### src/rtl/cp0_int_ctrl_if.sv
// CP0 interrupt-controller bus: MTC0 write port, Status view and the
// interrupt request/acknowledge handshake with the exception logic.
interface cp0_int_ctrl_if;
  logic        mtc0_we;
  logic [4:0]  mtc0_addr;
  logic [31:0] mtc0_wdata;
  logic [31:0] cp0_status;
  logic        int_ack;
  logic        int_req;

  modport master (
    output mtc0_we, mtc0_addr, mtc0_wdata, cp0_status, int_ack,
    input  int_req
  );

  modport slave (
    input  mtc0_we, mtc0_addr, mtc0_wdata, cp0_status, int_ack,
    output int_req
  );
endinterface

### src/rtl/cp0_int_ctrl.sv
// CP0 interrupt controller: Cause.IP/TI, Count/Compare timer, external line
// synchronisers and the request/acknowledge FSM towards the exception logic.
module cp0_int_ctrl #(
  parameter int COUNT_DIV   = 2,
  parameter int SYNC_STAGES = 2
) (
  input  logic        i_clk,
  input  logic        i_resetn,
  input  logic [5:0]  i_ext_int,
  cp0_int_ctrl_if.slave bus,
  output logic [7:0]  o_cause_ip,
  output logic        o_cause_ti,
  output logic [31:0] o_count,
  output logic [31:0] o_compare
);

  typedef enum logic [1:0] {
    S_IDLE     = 2'd0,
    S_REQ      = 2'd1,
    S_WAIT_EXL = 2'd2
  } state_t;

  localparam logic [1:0] DIV_LAST = 2'(COUNT_DIV - 1);

  logic [SYNC_STAGES-1:0][5:0] r_sync;
  logic [1:0]  r_div;
  logic [31:0] r_count;
  logic [31:0] r_compare;
  logic        r_ti;
  logic [1:0]  r_ip_soft;
  state_t      r_state;
  logic        r_wcnt;
  logic        r_int_req;

  state_t      w_next;
  logic        w_wcnt_next;
  logic [5:0]  w_ext;
  logic [7:0]  w_ip;
  logic        w_pending;
  logic        w_exl;
  logic        w_wr_count;
  logic        w_wr_compare;
  logic        w_wr_cause;
  logic        w_match;
  logic        w_unused;

  assign w_wr_count   = bus.mtc0_we && (bus.mtc0_addr == 5'd9);
  assign w_wr_compare = bus.mtc0_we && (bus.mtc0_addr == 5'd11);
  assign w_wr_cause   = bus.mtc0_we && (bus.mtc0_addr == 5'd13);
  assign w_match      = (r_count == r_compare) && (r_compare != 32'd0);

  assign w_ext     = r_sync[SYNC_STAGES-1];
  assign w_ip      = {w_ext[5] | r_ti, w_ext[4:0], r_ip_soft};
  assign w_exl     = bus.cp0_status[1];
  assign w_pending = bus.cp0_status[0] & ~w_exl & (|(bus.cp0_status[15:8] & w_ip));
  assign w_unused  = &{1'b0, bus.cp0_status[31:16], bus.cp0_status[7:2],
                       bus.mtc0_wdata[31:10], bus.mtc0_wdata[7:0]};

  // External line synchronisers and software-writable IP[1:0]
  always_ff @(posedge i_clk) begin
    if (!i_resetn) begin
      r_sync    <= '0;
      r_ip_soft <= 2'b00;
    end else begin
      r_sync <= {r_sync[SYNC_STAGES-2:0], i_ext_int};
      if (w_wr_cause) begin
        r_ip_soft <= bus.mtc0_wdata[9:8];
      end
    end
  end

  // Count/Compare timer; MTC0 writes take priority over increment and match
  always_ff @(posedge i_clk) begin
    if (!i_resetn) begin
      r_div     <= 2'd0;
      r_count   <= 32'd0;
      r_compare <= 32'd0;
      r_ti      <= 1'b0;
    end else begin
      if (w_wr_count) begin
        r_count <= bus.mtc0_wdata;
        r_div   <= 2'd0;
      end else if (r_div == DIV_LAST) begin
        r_count <= r_count + 32'd1;
        r_div   <= 2'd0;
      end else begin
        r_div <= r_div + 2'd1;
      end
      if (w_wr_compare) begin
        r_compare <= bus.mtc0_wdata;
        r_ti      <= 1'b0;
      end else if (w_match) begin
        r_ti <= 1'b1;
      end
    end
  end

  // Request FSM state register; int_req is registered from the next state
  always_ff @(posedge i_clk) begin
    if (!i_resetn) begin
      r_state   <= S_IDLE;
      r_wcnt    <= 1'b0;
      r_int_req <= 1'b0;
    end else begin
      r_state   <= w_next;
      r_wcnt    <= w_wcnt_next;
      r_int_req <= (w_next == S_REQ);
    end
  end

  // Next-state logic; WAIT_EXL gives up after two clocks if EXL never shows
  always_comb begin
    w_next      = r_state;
    w_wcnt_next = r_wcnt;
    case (r_state)
      S_IDLE: begin
        if (w_pending) begin
          w_next = S_REQ;
        end else begin
          w_next = S_IDLE;
        end
      end
      S_REQ: begin
        if (bus.int_ack) begin
          w_next      = S_WAIT_EXL;
          w_wcnt_next = 1'b0;
        end else if (!w_pending) begin
          w_next = S_IDLE;
        end else begin
          w_next = S_REQ;
        end
      end
      S_WAIT_EXL: begin
        if (w_exl || r_wcnt) begin
          w_next = S_IDLE;
        end else begin
          w_next      = S_WAIT_EXL;
          w_wcnt_next = 1'b1;
        end
      end
      default: begin
        w_next = S_IDLE;
      end
    endcase
  end

  assign bus.int_req = r_int_req;
  assign o_cause_ip  = w_ip;
  assign o_cause_ti  = r_ti;
  assign o_count     = r_count;
  assign o_compare   = r_compare;

endmodule
### src/flat_wrapper.sv
// flat-port wrapper written by rule: the top's interface ports become plain ports
module cp0_int_ctrl_flat 
#(
  parameter int COUNT_DIV   = 2,
  parameter int SYNC_STAGES = 2
)
  (i_clk, i_resetn, i_ext_int, o_cause_ip, o_cause_ti, o_count, o_compare, bus_mtc0_we, bus_mtc0_addr, bus_mtc0_wdata, bus_cp0_status, bus_int_ack, bus_int_req);
  cp0_int_ctrl_if bus_i ();
  input  logic i_clk;
  input  logic i_resetn;
  input  logic [5:0] i_ext_int;
  output logic [7:0] o_cause_ip;
  output logic o_cause_ti;
  output logic [31:0] o_count;
  output logic [31:0] o_compare;
  input wire logic [$bits(bus_i.mtc0_we)-1:0] bus_mtc0_we;
  input wire logic [$bits(bus_i.mtc0_addr)-1:0] bus_mtc0_addr;
  input wire logic [$bits(bus_i.mtc0_wdata)-1:0] bus_mtc0_wdata;
  input wire logic [$bits(bus_i.cp0_status)-1:0] bus_cp0_status;
  input wire logic [$bits(bus_i.int_ack)-1:0] bus_int_ack;
  output wire logic [$bits(bus_i.int_req)-1:0] bus_int_req;
  assign bus_i.mtc0_we = bus_mtc0_we;
  assign bus_i.mtc0_addr = bus_mtc0_addr;
  assign bus_i.mtc0_wdata = bus_mtc0_wdata;
  assign bus_i.cp0_status = bus_cp0_status;
  assign bus_i.int_ack = bus_int_ack;
  assign bus_int_req = bus_i.int_req;
  cp0_int_ctrl #(.COUNT_DIV(COUNT_DIV), .SYNC_STAGES(SYNC_STAGES)) u_core (.i_clk(i_clk), .i_resetn(i_resetn), .i_ext_int(i_ext_int), .bus(bus_i), .o_cause_ip(o_cause_ip), .o_cause_ti(o_cause_ti), .o_count(o_count), .o_compare(o_compare));
endmodule
### config.mk
export PLATFORM = sky130hd
export DESIGN_NAME = cp0_int_ctrl_flat
export DESIGN_NICKNAME = d
export VERILOG_FILES = /design/src/rtl/cp0_int_ctrl_if.sv /design/src/rtl/cp0_int_ctrl.sv /design/src/flat_wrapper.sv
export SDC_FILE = /design/constraint.sdc
export NUM_CORES = 1
export LEC_CHECK = 0
export ABC_AREA = 1
export CAP_MARGIN = 20
export CORE_ASPECT_RATIO = 1.2
export CORE_UTILIZATION = 40
export CTS_BUF_LIST = sky130_fd_sc_hd__clkbuf_8
export DETAILED_ROUTE_END_ITERATION = 8
export PLACE_DENSITY_LB_ADDON = 0.12
export SKIP_LAST_GASP = 1
export SYNTH_ARGS = -nofsm -noshare
export SYNTH_HDL_FRONTEND = slang
export SYNTH_SLANG_ARGS = --single-unit
export TNS_END_PERCENT = 5
### constraint.sdc
create_clock -name i_clk -period 3.64 [get_ports i_clk]
set_input_delay 0.364 -clock i_clk [delete_from_list [all_inputs] [get_ports i_clk]]
set_output_delay 0.364 -clock i_clk [all_outputs]
set_load 0.03 [all_outputs]
# --- Word-level counts from Yosys, hierarchy flattened ---
# Index checks and enable logic that the tools add are counted.
word_totals:
  reg_bits: 85
  latchBits: 0
  mem_bits_rw: 0
  rom_bits: 0
  inputBits: 79
  out_inout_bits: 74
  wordCells: 50
  n_memories: 0
classes:
  n_addsub: 2
  multipliers: 0
  div_mod_pow: 0
  n_lt_le_gt_ge: 0
  n_eq_ne: 10
  shifts: 0
  n_mux: 9
  bitwise: 6
  n_reduce_logical: 13
op_table:
  columns: ["cell", "count"]
  rows:
  - ["32-bit two-way mux", 2]
  - ["32-bit by 1-bit adder with 32-bit output, second input constant", 1]
  - ["32-bit == test", 1]
  - ["32-bit nonzero test", 1]
  - ["5-bit by 4-bit == test with 1-bit output, second input constant", 3]
  - ["8-bit bitwise AND", 1]
  - ["8-bit OR reduction", 1]
  - ["2-bit by 1-bit == test with 1-bit output, second input constant", 3]
  - ["2-bit case mux with 3 select lines", 1]
  - ["1-bit logical AND", 4]
  - ["2-bit two-way mux", 2]
  - ["2-bit inequality test, second input constant", 2]
  - ["2-bit nonzero test", 2]
  - ["1-bit two-way mux", 3]
  - ["3-bit AND reduction", 1]
  - ["3-bit OR reduction", 1]
  - ["2-bit by 1-bit adder with 2-bit output, second input constant", 1]
  - ["1-bit bitwise AND", 2]
  - ["2-bit == test, second input constant", 1]
  - ["2-bit logical NOT", 1]
  - ["1-bit NOT", 2]
  - ["1-bit case mux with 2 select lines", 1]
  - ["2-bit OR reduction", 1]
  - ["1-bit logical OR", 1]
  - ["1-bit OR", 1]

# --- Depth between registers and ports, before layout ---
depth:
  word_depth: 8
  ltp_mapped: 10
  depth_no_buf: 10

# --- Least setup slack after synthesis ---
# No wires, ideal clock.
synth_path:
  path_kind: "flip-flop to flip-flop"
  from: "register u_core.r_count[0] (netlist: u_core.o_count[0])"
  to: "register u_core.r_count[24] (netlist: u_core.o_count[24])"
  arrival_ns: 1.556
  required_ns: 3.523
  slack_ns: 1.967
  path_stages_with_launch: 11
  period_less_slack_ns: 1.673
  path_cell_list: "dfxtp_1 ha_1 nand2_1 nor2_1 nand2_2 nor2_4 nand2_1 nand2_1 nand2_1 a21oi_1 nor2_1"
synth_between:
  elab_chain_cells: 3
synth_rtl:
  columns: ["item", "line_no", "source"]
  rows:
  - ["from (decl)", "cp0_int_ctrl.sv:27", "logic [31:0] r_count;"]
  - ["from (signal assigned)", "cp0_int_ctrl.sv:81", "r_count <= bus.mtc0_wdata;"]
  - ["from (signal assigned)", "cp0_int_ctrl.sv:84", "r_count <= r_count + 32'd1;"]
  - ["32-bit by 1-bit adder with 32-bit output", "cp0_int_ctrl.sv:84", null]
  - ["32-bit two-way mux", "cp0_int_ctrl.sv:83", "end else if (r_div == DIV_LAST) begin"]
  - ["32-bit two-way mux", "cp0_int_ctrl.sv:80", "if (w_wr_count) begin"]
# No other way between the ends. The select of a mux whose other input is x is not followed.
# A chain may end at the register's enable or synchronous reset.

# --- Worst setup path after layout ---
layout_path:
  from: "register u_core.r_count[21] (netlist: u_core.o_count[21])"
  to: "output port o_count[21]"
layout_rtl:
  columns: ["item", "line_no", "source"]
  rows:
  - ["to (decl)", "flat_wrapper.sv:14", "output logic [31:0] o_count;"]
# No word-level cell between the ends.

==> impl_results.md <==
* Via count at slightly below 5k
* Max cap viols at 0
* Netlist Area Pre-Place at about 4700 sq um
* # hold bufs at CTS at 0
* Hold Fails Final Rpt at 0
* Largest net degree at the start of global routing at 55
* Hold Startpoint: u_core.r_sync[5]$_SDFF_PN0_
* Congestion Overflow GR at 0
* Dominant cell type by area after synthesis: dfxtp_1
* Root buffer cell: clkbuf_8
* Reg area at approximately 1700 sq um
* # rows at 42
* Post-place setup slack at approximately 1.2 ns
* Clock period minus worst slack at 2.02 ns
* Skew final at approximately 0.011 ns
* CP max stage cell: clkdlybuf4s50_1
* Diode count at 0
* F_max at between 400 and 500 MHz
* I/O Buffers at between 100 and 150
* DRC viols at 0
* Die area at between 10000 and 15000 sq um
* Hold EP: u_core.w_ext[5]$_SDFF_PN0_
* Unrepaired setup endpoints after global routing: false
* H-tree levels at 3
* Async set or reset register ratio after synthesis at 0%
* Cts repair resizes at 0
* Max-slew violations at 0
* Reg clk slew, reported paths at 0.10 ns
* Synth cell types at 33
* Die X at between 100 and 150 um
* Area occupied by multi-input gates at between 2000 and 2500 sq um
* Ys Warns at 0
* Initial DRC count at 251
* FF-to-FF Start: u_core.o_count[0]$_SDFFE_PN0P_
* Critical path class: flop to output port
* Seq/Total Area, Yosys at a little over a third
* PwrDens at ~310 nW/um^2
* Final WL at approximately 14000 um
* Hold depth at 2
* GRT Total Usage at between 20% and 30%
* Vias per cell at slightly below 5
* Gpl congestion at around 0.93
* Area Growth Syn to Fin at 34.2%
* Worst hold path type: flop to flop
* Slew margin rel. at a little over half
* CP cell instances: clkdlybuf4s50_1
* Synthesized instance count at roughly 730
* IO Pins at between 150 and 200
* Fillers at around 1.2k
* Reg-to-reg setup timing slack at between 1.5 and 2 ns
* Wire per inst at about 14 um
* Seq cells post-synth at 85
* Post-CTS setup buffers at 0
* Worst Tran Pin Value at just over 0.7 ns
* Worst Path Arrival at 1.65 ns
* Top-count cell post-synth: nand2_1
* Leakage at about 2.5 nW
* Cell family with most CP delay: buffers and inverters
* Post-synth EDFFs at 0
* WP buf/inv at 1
* Final std cells w/o fill at 1008
* Post-synth top flop: dfxtp_1
* R2r worst-path depth at 9
* CTS sink count at 85
* Syn Nets at about 800
* Vias in the first global route at 4609
* Die Ht at about 120 um
* Avg Inst Size Synth at 6.39 sq um
* Max Buffers Root-to-Sink at 2
* Crit path launch type: flop
* Layout cells sized above 1 at 5.50%
* Routed Antenna Nets at 0
* Reg-to-Reg End: u_core.o_count[30]$_SDFFE_PN0P_
* CP required at about 3.3 ns
* Placed cells at around 1000
* Setup violations, final at 0
* Area fraction of the dominant cell type after synthesis at 36.5%
* First-pass GRT wire length at between 20000 and 25000 um
* Crit-path max cell delay at roughly 0.74 ns
* Number of antenna violations at the first check in global routing at 0
* Fin worst setup slack at 1.62 ns
* TNS Setup at 0 ns
* CP Capture Type: output port
* CTS tree: yes
* CP Max Fanout at 8
* DP HPWL at just over 10000 um
* Core footprint at 11200 sq um
* Initial Util at between 40% and 50%
* Tcrit/Tclk final at a little under three fifths
* Hold WS at around 0.42 ns
* Status: completed
* Top post-synthesis cells by area: dfxtp_1 37%, nand2_1 17%, nor2_1 7.9%
* Synth cell count leaders: 208 x nand2_1, 98 x nor2_1, 87 x inv_1, 85 x dfxtp_1, 57 x o21ai_0
* Maximum vdd drop at roughly 0.00025 V
* Final net count at between 900 and 1k
* Initial DRT Pass Iterations at 5
* CTS Buf Count at 9
* Clock Latency Late Sink at between 0.3 and 0.4 ns
routing by layer:
metal	global-route usage [%]	vias up	wire, um
met5	0	-	0
met4	8.70	0	330
met3	5.49	21	870
met2	40.2	163	6690
met1	29.5	2144	5940
li1	-	2525	-
stage by stage:
stage | total power (W) | util (%) | cell area (sq um)
final | 0.00194 | 55.8 | 6250
after global routing | 0.00202 | 55.8 | 6250
after CTS | 0.00196 | 55.8 | 6250
after detailed placement | 0.00130 | 54.1 | 6060
after global placement | 0.00130 | 54.1 | 6060
after floorplan | 0.00115 | - | 4660
kinds of logic after synthesis:
kind of cell    count (synthesis)  share of synthesized area (%)
flops                          85                           36.5
xor+xnor                       31                           5.83
buf+inv                       119                           10.4
fa+ha+maj                       2                          0.537
compound gates                119                           13.2
simple gates                  373                           33.5
cell usage in the layout, fill, tap and decap left out, types with 9 or more instances in the layout:
| cell type | synthesis | routed |
|---|---|---|
| nand4_1 | 10 | 10 |
| xnor2_1 | 19 | 19 |
| inv_1 | 87 | 87 |
| a21oi_1 | 47 | 47 |
| clkbuf_8 | 0 | 9 |
| nand3_1 | 29 | 29 |
| nor2_2 | 10 | 10 |
| nand2_1 | 208 | 208 |
| xor2_1 | 12 | 12 |
| o21ai_0 | 57 | 57 |
| dfxtp_1 | 85 | 85 |
| clkdlybuf4s50_1 | 0 | 130 |
| nor2_1 | 98 | 98 |
area by class of cell:
| class | instances | share of cell area (%) |
|---|---|---|
| clock buffer | 9 | 1.98 |
| clock inverter | 7 | 1.04 |
| inverter | 92 | 5.53 |
| multi-input combinational | 525 | 39.6 |
| sequential | 85 | 27.2 |
| tap | 154 | 3.08 |
| timing repair buffer | 136 | 21.6 |
power by group:
part           leakage [nW]  total, W  internal [W]  switching, W
registers             0.689  0.000974      0.000953     0.0000215
logic                  1.74  0.000302      0.000130      0.000172
clock network        0.0947  0.000665      0.000266      0.000399
worst max path at each step:
stage	endpoint	slack [ns]	from	cells past startpoint
after floorplan	u_core.o_count[24]$_SDFFE_PN0P_	1.97	u_core.o_count[0]$_SDFFE_PN0P_	10
after global placement	u_core.o_compare[19]$_SDFFE_PN0P_	1.28	bus_mtc0_addr[4]	9
after detailed placement	u_core.o_compare[10]$_SDFFE_PN0P_	1.25	bus_mtc0_addr[4]	9
after CTS	o_count[21]	1.64	u_core.o_count[21]$_SDFFE_PN0P_	1
after global routing	u_core.o_compare[10]$_SDFFE_PN0P_	1.50	bus_mtc0_addr[4]	9
final	o_count[21]	1.62	u_core.o_count[21]$_SDFFE_PN0P_	1
registers in the layout, summed over array words and instances (netlist names):
name and count:
u_core.w_ext 6, u_core.r_sync 6, u_core.bus.int_req 1, u_core.o_cause_ti 1, u_core.o_count 32, u_core.r_state 2, u_core.r_ip_soft 2, u_core.o_compare 32
u_core.r_wcnt 1, u_core.r_div 2
Note: power is estimated with default switching activity, not from simulation.
